[config.mk]
export PLATFORM = sky130hd
export DESIGN_NAME = cbb_ecc_dec_pipe
export DESIGN_NICKNAME = d
export VERILOG_FILES = /design/src/rtl/cbb_ecc_dec_pipe.sv
export SDC_FILE = /design/constraint.sdc
export NUM_CORES = 1
export LEC_CHECK = 0
export ABC_AREA = 1
export CORE_UTILIZATION = 45
export CTS_CLUSTER_DIAMETER = 200
export CTS_CLUSTER_SIZE = 40
export DETAILED_ROUTE_END_ITERATION = 7
export PLACE_DENSITY = 0.78
export SLEW_MARGIN = 20
export SYNTH_ARGS = -nofsm -noshare
export SYNTH_HDL_FRONTEND = slang
export SYNTH_SLANG_ARGS = --single-unit
export TNS_END_PERCENT = 1
[constraint.sdc]
create_clock -name clk -period 2.2 [get_ports clk]
set_input_delay 0.44 -clock clk [delete_from_list [all_inputs] [get_ports clk]]
set_output_delay 0.44 -clock clk [all_outputs]
set_load 0.01 [all_outputs]
[src/rtl/cbb_ecc_dec_pipe.sv]
// cbb_ecc_dec_pipe: two-stage SECDED (extended Hamming) decoder with valid/ready flow, error counters and first-error log.
// Optional CBB_ECC_DEC_ERR_INJ_EN adds inj_mask, XORed onto the incoming codeword for error injection.
module cbb_ecc_dec_pipe #(
    parameter int DW = 32,
    parameter int EW = 7,
    parameter int TW = 8,
    parameter int CW = 16
) (
    input  logic             clk,
    input  logic             rst_n,
    input  logic             in_valid,
    output logic             in_ready,
    input  logic [DW+EW-1:0] in_data,
    input  logic [TW-1:0]    in_tag,
    output logic             out_valid,
    input  logic             out_ready,
    output logic [DW-1:0]    out_data,
    output logic [TW-1:0]    out_tag,
    output logic             out_sec,
    output logic             out_ded,
    output logic [CW-1:0]    sec_cnt,
    output logic [CW-1:0]    ded_cnt,
    input  logic             cnt_clr,
    output logic             log_valid,
    output logic [TW-1:0]    log_tag,
    output logic [EW-2:0]    log_syn,
    output logic             log_ded,
    input  logic             log_clr
`ifdef CBB_ECC_DEC_ERR_INJ_EN
    ,
    input  logic [DW+EW-1:0] inj_mask
`endif
);
    localparam int SW = EW - 1;

    if ((1 << SW) < DW + EW) begin : g_bad_param
        $error("cbb_ecc_dec_pipe: EW=%0d too small for DW=%0d", EW, DW);
    end

    // Hamming position of data bit i: the i-th non-power-of-two position from 3.
    function automatic int dpos(input int i);
        int p;
        int n;
        p = 2;
        n = -1;
        while (n < i) begin
            p++;
            if ((p & (p - 1)) != 0) n++;
        end
        return p;
    endfunction

    logic [SW-1:0] pos [DW];
    for (genvar g = 0; g < DW; g++) begin : g_pos
        localparam int P = dpos(g);
        assign pos[g] = P[SW-1:0];
    end

    logic [DW+EW-1:0] cw;
`ifdef CBB_ECC_DEC_ERR_INJ_EN
    assign cw = in_data ^ inj_mask;
`else
    assign cw = in_data;
`endif

    logic          s1_valid_q, s2_valid_q, s1_par_q, s1_par_d;
    logic [SW-1:0] s1_syn_q, s1_syn_d, s2_syn_q;
    logic [DW-1:0] s1_data_q, s2_data_q, s2_data_d, flip;
    logic [TW-1:0] s1_tag_q, s2_tag_q;
    logic          s2_sec_q, s2_ded_q, s2_sec_d, s2_ded_d;
    logic [CW-1:0] sec_cnt_q, ded_cnt_q, sec_cnt_d, ded_cnt_d;
    logic          log_valid_q, log_valid_d, log_ded_q;
    logic [TW-1:0] log_tag_q;
    logic [SW-1:0] log_syn_q;
    logic          s2_load, in_fire, out_fire, log_cap, nz, pow2;

    assign s2_load  = s1_valid_q & (~s2_valid_q | out_ready);
    assign in_ready = ~s1_valid_q | s2_load;
    assign in_fire  = in_valid & in_ready;
    assign out_fire = s2_valid_q & out_ready;

    always_comb begin
        s1_syn_d = cw[DW+:SW];
        for (int i = 0; i < DW; i++) s1_syn_d = cw[i] ? s1_syn_d ^ pos[i] : s1_syn_d;
        s1_par_d = ^cw;
    end

    // A syndrome equal to no data position and no check position is uncorrectable.
    always_comb begin
        for (int i = 0; i < DW; i++) flip[i] = s1_syn_q == pos[i];
        nz        = |s1_syn_q;
        pow2      = nz & ~|(s1_syn_q & (s1_syn_q - SW'(1)));
        s2_ded_d  = nz & (~s1_par_q | (~|flip & ~pow2));
        s2_sec_d  = s1_par_q & ~s2_ded_d;
        s2_data_d = s2_ded_d ? s1_data_q : s1_data_q ^ flip;
    end

    always_comb begin
        sec_cnt_d   = cnt_clr ? CW'(out_fire & s2_sec_q)
                              : sec_cnt_q + CW'(out_fire & s2_sec_q & ~&sec_cnt_q);
        ded_cnt_d   = cnt_clr ? CW'(out_fire & s2_ded_q)
                              : ded_cnt_q + CW'(out_fire & s2_ded_q & ~&ded_cnt_q);
        log_cap     = out_fire & (s2_sec_q | s2_ded_q) & (~log_valid_q | log_clr);
        log_valid_d = log_cap | (log_valid_q & ~log_clr);
    end

    always_ff @(posedge clk or negedge rst_n) begin
        if (!rst_n) begin
            s1_valid_q  <= 1'b0;
            s1_syn_q    <= '0;
            s1_par_q    <= 1'b0;
            s1_data_q   <= '0;
            s1_tag_q    <= '0;
            s2_valid_q  <= 1'b0;
            s2_syn_q    <= '0;
            s2_data_q   <= '0;
            s2_tag_q    <= '0;
            s2_sec_q    <= 1'b0;
            s2_ded_q    <= 1'b0;
            sec_cnt_q   <= '0;
            ded_cnt_q   <= '0;
            log_valid_q <= 1'b0;
            log_tag_q   <= '0;
            log_syn_q   <= '0;
            log_ded_q   <= 1'b0;
        end else begin
            if (in_ready) s1_valid_q <= in_valid;
            if (in_fire) begin
                s1_syn_q  <= s1_syn_d;
                s1_par_q  <= s1_par_d;
                s1_data_q <= cw[DW-1:0];
                s1_tag_q  <= in_tag;
            end
            if (~s2_valid_q | out_ready) s2_valid_q <= s1_valid_q;
            if (s2_load) begin
                s2_syn_q  <= s1_syn_q;
                s2_data_q <= s2_data_d;
                s2_tag_q  <= s1_tag_q;
                s2_sec_q  <= s2_sec_d;
                s2_ded_q  <= s2_ded_d;
            end
            sec_cnt_q   <= sec_cnt_d;
            ded_cnt_q   <= ded_cnt_d;
            log_valid_q <= log_valid_d;
            if (log_cap) begin
                log_tag_q <= s2_tag_q;
                log_syn_q <= s2_syn_q;
                log_ded_q <= s2_ded_q;
            end
        end
    end

    assign out_valid = s2_valid_q;
    assign out_data  = s2_data_q;
    assign out_tag   = s2_tag_q;
    assign out_sec   = s2_sec_q;
    assign out_ded   = s2_ded_q;
    assign sec_cnt   = sec_cnt_q;
    assign ded_cnt   = ded_cnt_q;
    assign log_valid = log_valid_q;
    assign log_tag   = log_tag_q;
    assign log_syn   = log_syn_q;
    assign log_ded   = log_ded_q;
endmodule

Yosys cells after proc, flatten, opt, wreduce, memory -nomap -nowiden:

Index checks and enable logic that the tools add are counted.

* flip-flop bits (word level): 145
* input port bits: 53
* output and inout bits: 92
* logic and storage cells: 158

* add/sub/neg operators: 3
* equality and inequality tests: 32
* mux-type cells: 35
* bitwise gates (word level): 61
* reductions and logical operators: 10

Operators by type and width (count)
* 6-bit by 5-bit == test with 1-bit output (second input constant): 15
* 5-bit two-way mux: 15
* 6-bit by 4-bit == test with 1-bit output (second input constant): 7
* 3-bit NOT: 13
* 39-bit parity: 1
* 6-bit == test (second input constant): 6
* 6-bit two-way mux: 6
* 16-bit by 1-bit adder with 16-bit output: 2
* 16-bit two-way mux: 2
* 32-bit two-way mux: 1
* 16-bit AND reduction: 2
* 32-bit OR reduction: 1
* 32-bit XOR: 1
* 4-bit two-way mux: 7
* 2-bit NOT: 13
* 4-bit NOT: 5
* 6-bit by 3-bit == test with 1-bit output (second input constant): 3
* 1-bit AND: 14
* 6-bit OR reduction: 2
* 3-bit two-way mux: 3
* 1-bit NOT: 7
* 6-bit AND: 1
* 6-bit by 2-bit == test with 1-bit output (second input constant): 1
* 1-bit bitwise OR: 6
* 4 further kinds: 7

Longest topological paths before layout:

Gate-level depths: netlist of run 1.

* depth in word-level cells: 64
* gate-level depth with buffers: 17
* depth with buffers taken out: 17

Worst setup path after synthesis of run 1:

No wires, ideal clock.

* path kind: register -> register
* start point: reg sec_cnt_q[12], in the netlist sec_cnt[12]
* end point: reg sec_cnt_q[14], in the netlist sec_cnt[14]
* library setup time: 0.132 ns
* data arrival time: 2.066 ns
* required time: 2.068 ns
* slack: 0.002 ns
* cell stages (with the launch flop): 18
* buffers on the path: 0
* period minus slack after synthesis: 2.198 ns
* cell sequence: dfrtp_1 -> nand2_1 -> inv_1 -> nand3_1 -> nor2_1 -> a41oi_1 -> ha_1 -> ha_1 -> nand2_1 -> nor2_1 -> nand2_1 -> nor2_1 -> inv_1 -> nor2_1 -> inv_1 -> nor2_1 -> xnor2_1 -> nor2_1

* longest elaborated chain between the ends: 5

Ends and longest elaborated chain
* start: declaration: line 71 `logic [CW-1:0] sec_cnt_q, ded_cnt_q, sec_cnt_d, ded_cnt_d;`
* start signal: assignment: line 142 `sec_cnt_q <= sec_cnt_d;`
* 16-bit AND reduction: line 100 `: sec_cnt_q + CW'(out_fire & s2_sec_q & ~&sec_cnt_q);`
* 1-bit logical NOT: line 100
* 1-bit AND: line 100
* 16-bit by 1-bit adder with 16-bit output (*): line 100
* 16-bit two-way mux (*): line 99 `sec_cnt_d = cnt_clr ? CW'(out_fire & s2_sec_q)`
* via sec_cnt_d[14]: line 71

The timed path passes the listed nets; every way through them passes the cells marked *.
A chain may end at the register's enable or synchronous reset.

Final worst setup path of run 1:

* start point: reg sec_cnt_q[13], in the netlist sec_cnt[13]
* end point: reg sec_cnt_q[14], in the netlist sec_cnt[14]

The elaborated chain is that of the path after synthesis.

==> summary.txt, run 1 <==
Pwr
  – Tot Pwr: 11500 uW
  – Peak VDD IR: 0.000703 V
  – Pwr Density: 1030 mW/mm2
  – Leakage: 0.00538 uW

STA
  – Endpoints failing setup: 4
  – Slew @ Worst Pin: 0.585 ns
  – RSZ-0062 raised after global routing: true
  – Final hold slack: 0.451 ns
  – Hold Vio Cnt, Final: 0
  – Max transition margin: 0.607
  – Final min period: 2.26 ns
  – Final Cycle Share: 1.03
  – Setup ws final: -0.0635 ns
  – FMAX: 0.442 GHz
  – Fin. max-slew vios: 0
  – Layout Skew: 0.00596 ns

Worst setup path
  – Top cell by count, worst path: nor2_2
  – CP delay by family, top: simple AND/OR/NAND/NOR gates
  – Slowest stage delay, CP: 0.39 ns
  – Critical path endpoint category: flip-flop
  – Crit Path Class: reg -> reg
  – FF-to-FF setup slack: -0.06 ns
  – Critical Path Start: sec_cnt[13]$_DFF_PN0_
  – Worst r2r dst: sec_cnt[14]$_DFF_PN0_
  – Critical path's slowest cell: dfrtp_1
  – Worst setup path endpoint: sec_cnt[14]$_DFF_PN0_
  – Critical Path Fanout Max: 3
  – Crit-path cells: nand2_2, inv_1, nand3_1, nor2_1, a41oi_2, ha_2, ha_1, nand2_1, nor2_2, nand2_2, nor2_2, inv_1, nor2_2, inv_1, nor2_2, xnor2_1, nor2_1
  – FF-to-FF path depth: 17
  – Buffers & Inverters on Critical Path: 3
  – Critical Path RT: 2.51 ns
  – CP arrival: 2.57 ns
  – Reg-to-Reg Start: sec_cnt[13]$_DFF_PN0_
  – Number of stages on the worst setup path: 17
  – Nature of the critical path startpoint: flip-flop

Synth
  – Cells after Synth: 1036
  – Syn Nets: 1093
  – Seq/Total Area, Yosys: 0.451
  – YS warnings: 0
  – Avg Inst Size Synth: 7.76 um2
  – Post-synthesis instance area: 0.00804 mm2
  – Netlist cell types: 34
  – Seq cells post-synth: 145

Die
  – DIE HEIGHT: 136 um
  – Rows: 48
  – Die width: 136 um
  – Die area: 0.0184 mm2
  – Initial Util: 0.463
  – Core footprint: 0.0174 mm2
  – Boundary pin count: 145

Global route
  – Largest net degree at the start of global routing: 57
  – Overflow after GRT: 0
  – Total track usage: 0.238
  – Vias in the first global route: 6887
  – Initial antenna violation count: 0
  – First-pass GRT wire length: 34.0 mm

Drt
  – Detailed Route WL: 21.4 mm
  – Vias: 7542
  – Avg WL per Cell: 14.3 um
  – DR vias/cell: 5.05
  – Antenna Nets Post-Route: 0
  – Drt pass-1 iters: 5
  – Initial DRC Count: 506
  – Drc violations: 0

CTS
  – Clk slew on worst S/H paths: 0.06 ns
  – CTS tree: built
  – Number of buffers created by CTS: 17
  – Clock sink count: 145
  – Clock buffer depth: 2
  – Root buf cell: clkbuf_16
  – Clock latency on the worst-skew pair: 0.42 ns
  – H-tree levels: 4

Worst hold path
  – Hold crit path type: in -> async

Finish
  – Number of diodes: 0
  – Layout cells sized above 1: 0.154
  – # nets final: 1315
  – Area Overhead vs Synth: 38.7%

Placed design
  – Port-buffer cells: 144
  – Placer Congestion: 0.974
  – Post-DP HPWL: 15.8 mm

Job
  – Max-cap violations: 0

Status
  – Status: complete, but fails checks
  – Violations in the final reports: setup timing
[logic make-up (layout without fill, tap and decap cells)]
family,after synthesis,count (layout),synth area share
xor+xnor,114,114,0.124
compound gates,105,105,0.0686
simple gates,517,518,0.262
flops,145,145,0.451
fa+ha+maj,4,4,0.00622
buf+inv,137,369,0.0678
mux,14,14,0.0196
[registers in the layout (all words and copies together), names as in the netlist]
signal and count:
out_data 32, s2_syn_q 6, s1_valid_q 1, log_syn 6
out_ded 1, sec_cnt 16, log_tag 8, s1_syn_q 6
out_tag 8, out_valid 1, s1_tag_q 8, out_sec 1
log_valid 1, s1_data_q 32, s1_par_q 1, log_ded 1
ded_cnt 16
[placed cells by master (no fill, tap or decap), drive strengths merged]
cell	instances
xnor2	56
a221oi	1
buf	95
a21oi	20
dlygate4sd2	1
nand2b	1
bufinv	1
mux2	14
clkinv	5
nor4	1
nor3b	1
xor2	58
a41oi	1
clkbuf	19
dlygate4sd3	1
dlymetal6s2s	1
ha	4
a211oi	2
clkinvlp	4
nand3	82
o211ai	1
dfrtp	145
or2	2
nand2	363
nor2	50
a31oi	3
nor3	10
clkdlybuf4s50	141
nand4	6
o21ai	74
inv	101
o21a	3
nand3b	2
[power by group]
| part | total, uW | internal (uW) | switching (uW) |
|---|---|---|---|
| combinational | 4950 | 2280 | 2670 |
| clock | 2710 | 1580 | 1130 |
| sequential | 3850 | 3360 | 493 |
[timing repair]
action                                  CTS  global route
endpoints found under the hold margin    25             0
hold buffers                              1             0
cloned                                    0             1
pin swaps                                 0            17
endpoints found under the setup margin   28            49
setup buffers                             0             9
resized for setup                         6            55
[worst register-to-register path, delay by kind of cell, from the launching register on]
kind,cells,cell delay (ns)
fa+ha+maj,2,0.40
compound gates,1,0.13
xor+xnor,1,0.13
flops,1,0.39
simple gates,10,0.91
buf+inv,3,0.20
[per-layer routing]
layer  up-vias  share of wire  GRT usage
li1       3708              -          -
met1      3523           0.44      0.327
met2       280           0.48      0.374
met3        31          0.068     0.0468
met4         0          0.020     0.0805
met5         -              0          0
[per-stage QoR]
| stage | instance area [um2] | setup TNS [ns] | cells | setup WS (ns) | utilization |
|---|---|---|---|---|---|
| floorplan | 8040 | 0 | 1036 | 0.00224 | - |
| global placement | 10300 | -4.69 | 1453 | -0.374 | 0.595 |
| detailed placement | 10300 | -7.29 | 1453 | -0.528 | 0.595 |
| CTS | 10900 | -0.0653 | 1484 | -0.0282 | 0.628 |
| global route | 11200 | -2.15 | 1494 | -0.192 | 0.643 |
| finish | 11200 | -0.146 | 1494 | -0.0635 | 0.643 |
[how the worst min path moves through the flow]
stage | depth (start not counted) | startpoint | endpoint
global route | 2 | rst_n | sec_cnt[10]$_DFF_PN0_
floorplan | 0 | rst_n | ded_cnt[0]$_DFF_PN0_
finish | 2 | rst_n | sec_cnt[10]$_DFF_PN0_
detailed placement | 1 | rst_n | sec_cnt[10]$_DFF_PN0_
CTS | 2 | rst_n | sec_cnt[10]$_DFF_PN0_
global placement | 1 | rst_n | sec_cnt[8]$_DFF_PN0_
[synthesized netlist by cell type]
library cell / n / area share
a211oi_1: 2 / 0.0019
a21oi_1: 20 / 0.012
a221oi_1: 1 / 0.0011
a31oi_1: 3 / 0.0023
a41oi_1: 1 / 0.0011
buf_1: 7 / 0.0033
buf_2: 4 / 0.0025
buf_4: 1 / 0.00093
buf_6: 3 / 0.0042
clkbuf_1: 22 / 0.010
clkinv_1: 1 / 0.00047
dfrtp_1: 145 / 0.45
ha_1: 4 / 0.0062
inv_1: 96 / 0.045
inv_2: 3 / 0.0014
mux2_2: 14 / 0.020
nand2_1: 361 / 0.17
nand2_2: 2 / 0.0016
nand2b_1: 1 / 0.00078
nand3_1: 82 / 0.051
nand3b_1: 2 / 0.0019
nand4_1: 6 / 0.0047
nor2_1: 44 / 0.021
nor2_2: 5 / 0.0039
nor3_1: 10 / 0.0062
nor3b_1: 1 / 0.00093
nor4_1: 1 / 0.00078
o211ai_1: 1 / 0.00093
o21a_1: 3 / 0.0028
o21ai_0: 73 / 0.045
o21ai_1: 1 / 0.00062
or2_2: 2 / 0.0016
xnor2_1: 56 / 0.061
xor2_1: 58 / 0.063
[layout make-up]
cell class	instances	area (um2)
Fill cell	1446	6200
Multi-Input combinational cell	755	4060
Sequential cell	145	3630
Timing Repair Buffer	239	2250
Clock buffer	19	443
Inverter	100	378
Tap cell	225	282
Clock inverter	11	109
Note: power is estimated with default switching activity, not from simulation.
==> inputs of run 2 (changes only) <==
--- a/config.mk
+++ b/config.mk
@@ -6,11 +6,14 @@
 export NUM_CORES = 1
 export LEC_CHECK = 0
 export ABC_AREA = 1
-export CORE_UTILIZATION = 45
+export CELL_PAD_IN_SITES_DETAIL_PLACEMENT = 1
+export CELL_PAD_IN_SITES_GLOBAL_PLACEMENT = 1
+export CORE_MARGIN = 1
+export CORE_UTILIZATION = 35
 export CTS_CLUSTER_DIAMETER = 200
 export CTS_CLUSTER_SIZE = 40
 export DETAILED_ROUTE_END_ITERATION = 7
-export PLACE_DENSITY = 0.78
+export PLACE_DENSITY = 0.82
 export SLEW_MARGIN = 20
 export SYNTH_ARGS = -nofsm -noshare
 export SYNTH_HDL_FRONTEND = slang
==> constraint.sdc (replaced) <==
create_clock -name clk -period 2 [get_ports clk]
set_input_delay 0.4 -clock clk [delete_from_list [all_inputs] [get_ports clk]]
set_output_delay 0.4 -clock clk [all_outputs]
set_load 0.01 [all_outputs]
==> summary.txt, run 2 (synthesized netlist as in run 1, its figures left out) <==
Status
  – Status: complete, but fails checks
  – Violations in the final reports: setup timing

Worst setup path
  – Slowest stage delay, CP: 0.40 ns
  – Top cell by count, worst path: nor2_4
  – Buffers & Inverters on Critical Path: 2
  – Critical path's slowest cell: dfrtp_1
  – Reg-to-Reg Start: sec_cnt[13]$_DFF_PN0_
  – Critical path endpoint category: flip-flop
  – Critical Path Fanout Max: 4
  – Crit Path Class: reg -> reg
  – Critical Path RT: 2.36 ns
  – Nature of the critical path startpoint: flip-flop
  – Worst r2r dst: sec_cnt[15]$_DFF_PN0_
  – FF-to-FF setup slack: -0.25 ns
  – Crit-path cells: nand2_2, inv_2, nand3_2, nor2_2, a41oi_2, ha_4, nand3_4, nor2_4, nand3_4, nor2_4, nand2_4, nor2_4, nand3_2, inv_2, o21ai_1, a21oi_1
  – FF-to-FF path depth: 16
  – CP arrival: 2.61 ns
  – CP delay by family, top: simple AND/OR/NAND/NOR gates

Placed design
  – Area after DPL: 0.0111 mm2
  – Placer Congestion: 0.930
  – Post-DP HPWL: 20.4 mm
  – Port-buffer cells: 144

CTS
  – Clock latency on the worst-skew pair: 0.44 ns
  – Clock buffer depth: 2
  – Root buf cell: clkbuf_16
  – Clock sink count: 145
  – H-tree levels: 4
  – CTS tree: built
  – Number of buffers created by CTS: 17
  – Clk slew on worst S/H paths: 0.08 ns

Die
  – Core footprint: 0.0226 mm2
  – Die area: 0.0236 mm2
  – Die width: 154 um
  – Rows: 55
  – DIE HEIGHT: 154 um
  – Initial Util: 0.356
  – Boundary pin count: 145

Finish
  – Most common cell after layout, fill and taps aside: nand2_1
  – Number of diodes: 0
  – # nets final: 1415
  – Layout cells sized above 1: 0.244
  – Area Overhead vs Synth: 52.6%
  – Area of the multi-input gates: 0.00424 mm2
  – Most frequent cells in the layout: nand2_1 (349), buf_4 (180), dfrtp_1 (140)
  – FF/Latch Area: 0.00363 mm2
  – FILL cells: 2707
  – Final Instance Area: 0.0123 mm2

STA
  – Setup TNS: -5.35 ns
  – Final min period: 2.25 ns
  – Slew @ Worst Pin: 0.617 ns
  – Final Cycle Share: 1.12
  – Final hold slack: 0.457 ns
  – FMAX: 0.445 GHz
  – Setup ws final: -0.247 ns
  – RSZ-0062 raised after global routing: true
  – Fin. max-slew vios: 0
  – Layout Skew: 0.0164 ns
  – Hold Vio Cnt, Final: 0
  – Max transition margin: 0.588
  – Endpoints failing setup: 53

Global route
  – Total track usage: 0.261
  – Initial antenna violation count: 0
  – Overflow after GRT: 0
  – Vias in the first global route: 9179
  – Largest net degree at the start of global routing: 51
  – First-pass GRT wire length: 48.2 mm

Worst hold path
  – Hold crit path type: in -> async

Drt
  – Avg WL per Cell: 18.5 um
  – DR vias/cell: 5.10
  – Initial DRC Count: 530
  – Drc violations: 0
  – Vias: 8448
  – Detailed Route WL: 30.6 mm
  – Drt pass-1 iters: 5
  – Antenna Nets Post-Route: 0

Pwr
  – Internal: 8340 uW
  – Peak VDD IR: 0.000646 V
  – Leakage: 0.00604 uW
  – Pwr Density: 1130 mW/mm2
  – Logic pwr share: 0.463
  – P_sw: 5570 uW
  – Switching part of the total power: 0.400
  – Clock power share: 0.230
  – Register share of total power: 0.307

Job
  – Max-cap violations: 0
run 2: changes by cell type in the layout (fill, tap and decap cells not counted), sizes merged, moves of 4 or more:
cell           before  now
buf                95  196
clkdlybuf4s50     141  137
clkinvlp            4    0
dlymetal6s2s        1    5
inv               101  108
run 2: how the worst max path moves through the flow:
stage | startpoint | endpoint | slack, ns | depth (start not counted)
final | sec_cnt[13]$_DFF_PN0_ | sec_cnt[15]$_DFF_PN0_ | -0.25 | 16
after floorplan | sec_cnt[12]$_DFF_PN0_ | sec_cnt[14]$_DFF_PN0_ | -0.12 | 17
after CTS | sec_cnt[12]$_DFF_PN0_ | sec_cnt[15]$_DFF_PN0_ | -0.17 | 16
after detailed placement | out_ready | sec_cnt[15]$_DFF_PN0_ | -0.83 | 14
after global routing | out_valid$_DFFE_PN0P_ | ded_cnt[14]$_DFF_PN0_ | -0.39 | 15
after global placement | out_ready | sec_cnt[15]$_DFF_PN0_ | -0.64 | 14
run 2: through the flow:
stage          setup slack, ns  cells  power, uW   util
2_1_floorplan           -0.125   1036       7220      -
3_3_place_gp            -0.641   1598       9890  0.491
3_5_place_dp            -0.829   1598      10200  0.491
4_1_cts                 -0.166   1648      13700  0.532
5_1_grt                 -0.388   1656      14700  0.544
6_report                -0.247   1656      13900  0.544
run 2: power by group through the flow:
stage | combinational (uW) | clock, uW | sequential, uW
after floorplan | 2840 | 0 | 4380
after global placement | 5690 | 0 | 4200
after detailed placement | 5890 | 0 | 4260
after CTS | 6250 | 3230 | 4240
after global routing | 7000 | 3360 | 4350
final | 6440 | 3200 | 4270
run 2: metal layers:
layer | part of all wire | vias up | wire length, um | track usage
li1 | - | 3890 | - | -
met1 | 0.41 | 4211 | 12600 | 0.319
met2 | 0.52 | 262 | 15800 | 0.456
met3 | 0.041 | 85 | 1260 | 0.0437
met4 | 0.030 | 0 | 914 | 0.101
met5 | 0 | - | 0 | 0
run 2: area by class of cell:
| cell class | instances | share of cell area |
|---|---|---|
| flip-flops and latches | 145 | 0.296 |
| clock inverters | 15 | 0.0137 |
| inverters | 100 | 0.0306 |
| repair buffers | 340 | 0.251 |
| clock buffers | 17 | 0.0347 |
| multi-input cells | 754 | 0.345 |
| well taps | 285 | 0.0291 |
run 2: worst register-to-register path, cell delays in order, from the launching register on:
cell and delay (ns):
dfrtp_1 0.40, nand2_2 0.11, inv_2 0.05, nand3_2 0.06, nor2_2 0.05, a41oi_2 0.16, ha_4 0.20, nand3_4 0.08
nor2_4 0.16, nand3_4 0.12, nor2_4 0.13, nand2_4 0.08, nor2_4 0.15, nand3_2 0.10, inv_2 0.06, o21ai_1 0.05
a21oi_1 0.20
run 2: timing repair:
item	CTS	global route
hold buffers	1	0
hold endpoints to repair	44	0
endpoints found under the setup margin	53	64
resized for setup	55	57
setup buffers	17	8
pin swaps	19	24
==> inputs of run 3 (changes only) <==
--- a/config.mk
+++ b/config.mk
@@ -13,7 +13,7 @@
 export CTS_CLUSTER_DIAMETER = 200
 export CTS_CLUSTER_SIZE = 40
 export DETAILED_ROUTE_END_ITERATION = 7
-export PLACE_DENSITY = 0.82
+export PLACE_DENSITY_LB_ADDON = 0.1
 export SLEW_MARGIN = 20
 export SYNTH_ARGS = -nofsm -noshare
 export SYNTH_HDL_FRONTEND = slang
==> summary.txt, run 3 (synthesized netlist as in run 1, its figures left out) <==
Status
  – Status: complete, but fails checks
  – Violations in the final reports: setup timing

STA
  – RSZ-0062 raised after global routing: true
  – Endpoints failing setup: 46
  – Layout Skew: 0.0114 ns
  – Slew @ Worst Pin: 0.477 ns
  – Fin. max-slew vios: 0
  – Hold Vio Cnt, Final: 0
  – Final hold slack: 0.460 ns
  – Final min period: 2.24 ns
  – Max transition margin: 0.682
  – Final Cycle Share: 1.12
  – FMAX: 0.447 GHz
  – Setup ws final: -0.237 ns

Worst setup path
  – CP arrival: 2.55 ns
  – Critical path's slowest cell: dfrtp_1
  – Slowest stage delay, CP: 0.40 ns
  – Critical path endpoint category: flip-flop
  – CP delay by family, top: simple AND/OR/NAND/NOR gates
  – Crit Path Class: reg -> reg
  – Critical Path RT: 2.32 ns
  – Nature of the critical path startpoint: flip-flop
  – Crit-path cells: nand2_2, inv_2, nand3_2, nor2_4, a41oi_2, ha_2, buf_4, nand3_4, nor2_4, nand3_4, nor2_4, nand2_2, nor2_2, buf_4, buf_6, buf_6, a211oi_1
  – Critical Path Fanout Max: 3
  – Buffers & Inverters on Critical Path: 5
  – Top cell by count, worst path: nor2_4

Placed design
  – Post-DP HPWL: 19.1 mm
  – Placer Congestion: 0.874
  – Dpl ws: -0.764 ns
  – Port-buffer cells: 144

CTS
  – Clock sink count: 145
  – Clk slew on worst S/H paths: 0.07 ns
  – H-tree levels: 4
  – Clock buffer depth: 2
  – CTS tree: built
  – Clock latency on the worst-skew pair: 0.44 ns
  – Root buf cell: clkbuf_16
  – Number of buffers created by CTS: 17

Finish
  – Number of diodes: 0
  – Area Overhead vs Synth: 51.9%
  – FILL cells: 2743
  – # nets final: 1420
  – Most common cell after layout, fill and taps aside: nand2_1
  – Layout cells sized above 1: 0.233
  – Most frequent cells in the layout: nand2_1 (351), buf_4 (187), dfrtp_1 (142)
  – Core Util, Final: 0.541

Global route
  – Overflow after GRT: 0
  – First-pass GRT wire length: 42.4 mm
  – Largest net degree at the start of global routing: 45
  – Vias in the first global route: 8101
  – Initial antenna violation count: 0
  – Total track usage: 0.229

Job
  – Max-cap violations: 0

Worst hold path
  – Hold crit path type: in -> async

Die
  – Die width: 154 um
  – Core footprint: 0.0226 mm2
  – Boundary pin count: 145
  – Die area: 0.0236 mm2
  – Rows: 55
  – DIE HEIGHT: 154 um
  – Initial Util: 0.356

Drt
  – Vias: 7938
  – Avg WL per Cell: 15.6 um
  – DR vias/cell: 4.78
  – Antenna Nets Post-Route: 0
  – Detailed Route WL: 25.9 mm
  – Drt pass-1 iters: 5
  – Initial DRC Count: 415
  – Drc violations: 0

Pwr
  – Pwr Density: 1100 mW/mm2
  – Leakage: 0.00601 uW
  – Tot Pwr: 13400 uW
  – Peak VDD IR: 0.000681 V
run 3: cell count changes in the layout (fill, tap and decap cells not counted), moves of 3 or more:
cell,previous run,this run
nand2_4,4,1
nand3_2,11,3
buf_4,180,187
nand3_1,69,77
nor2_4,11,7
dlymetal6s2s_1,5,2
clkinv_8,4,1
run 3: stage by stage:
stage / TNS (ns) / area (um2) / std cells
floorplan: -0.380 / 8050 / 1036
CTS: -5.30 / 12000 / 1653
global placement: -16.94 / 11100 / 1606
finish: -4.59 / 12200 / 1661
detailed placement: -22.97 / 11100 / 1606
global route: -12.24 / 12200 / 1661
run 3: path summary, 6_finish.rpt:
check	slack, ns	end	cells after the start	from
setup / recovery	-0.24	sec_cnt[11]$_DFF_PN0_	17	sec_cnt[13]$_DFF_PN0_
hold / removal	0.46	sec_cnt[9]$_DFF_PN0_	2	rst_n
setup reg to reg	-0.24	sec_cnt[11]$_DFF_PN0_	17	sec_cnt[13]$_DFF_PN0_
hold reg to reg	0.48	out_data[13]$_DFFE_PN0P_	2	out_data[13]$_DFFE_PN0P_
max in group asynchronous	0.93	out_data[16]$_DFFE_PN0P_	3	rst_n
min in group clk	0.48	out_data[13]$_DFFE_PN0P_	2	out_data[13]$_DFFE_PN0P_
run 3: what timing repair did:
| item | in CTS | in global routing |
|---|---|---|
| cloned | 0 | 0 |
| resized for setup | 31 | 53 |
| hold endpoints to repair | 40 | 0 |
| setup endpoints to repair | 52 | 58 |
| hold buffers | 1 | 0 |
| setup buffers | 14 | 8 |
| pin swaps | 15 | 28 |
run 3: area by class of cell:
| type | count | area (um2) | area share |
|---|---|---|---|
| Clock buffer | 17 | 425 | 0.0348 |
| Clock inverter | 15 | 190 | 0.0156 |
| Inverter | 100 | 375 | 0.0307 |
| Multi-Input combinational cell | 754 | 4140 | 0.339 |
| Sequential cell | 145 | 3630 | 0.297 |
| Tap cell | 285 | 357 | 0.0292 |
| Timing Repair Buffer | 345 | 3090 | 0.253 |
run 3: layer usage:
metal  vias to the layer above  routed length (um)  track usage
li1                       3914                   -            -
met1                      3863               12300        0.317
met2                       143               12600        0.378
met3                        18                 739       0.0296
met4                         0                 250       0.0571
met5                         -                   0            0
run 3: where the power goes:
group	internal [uW]	total [uW]	switching, uW	leakage (uW)
sequential	3690	4220	538	0.00185
clock	1910	3370	1460	0.000305
combinational	2770	5840	3080	0.00386
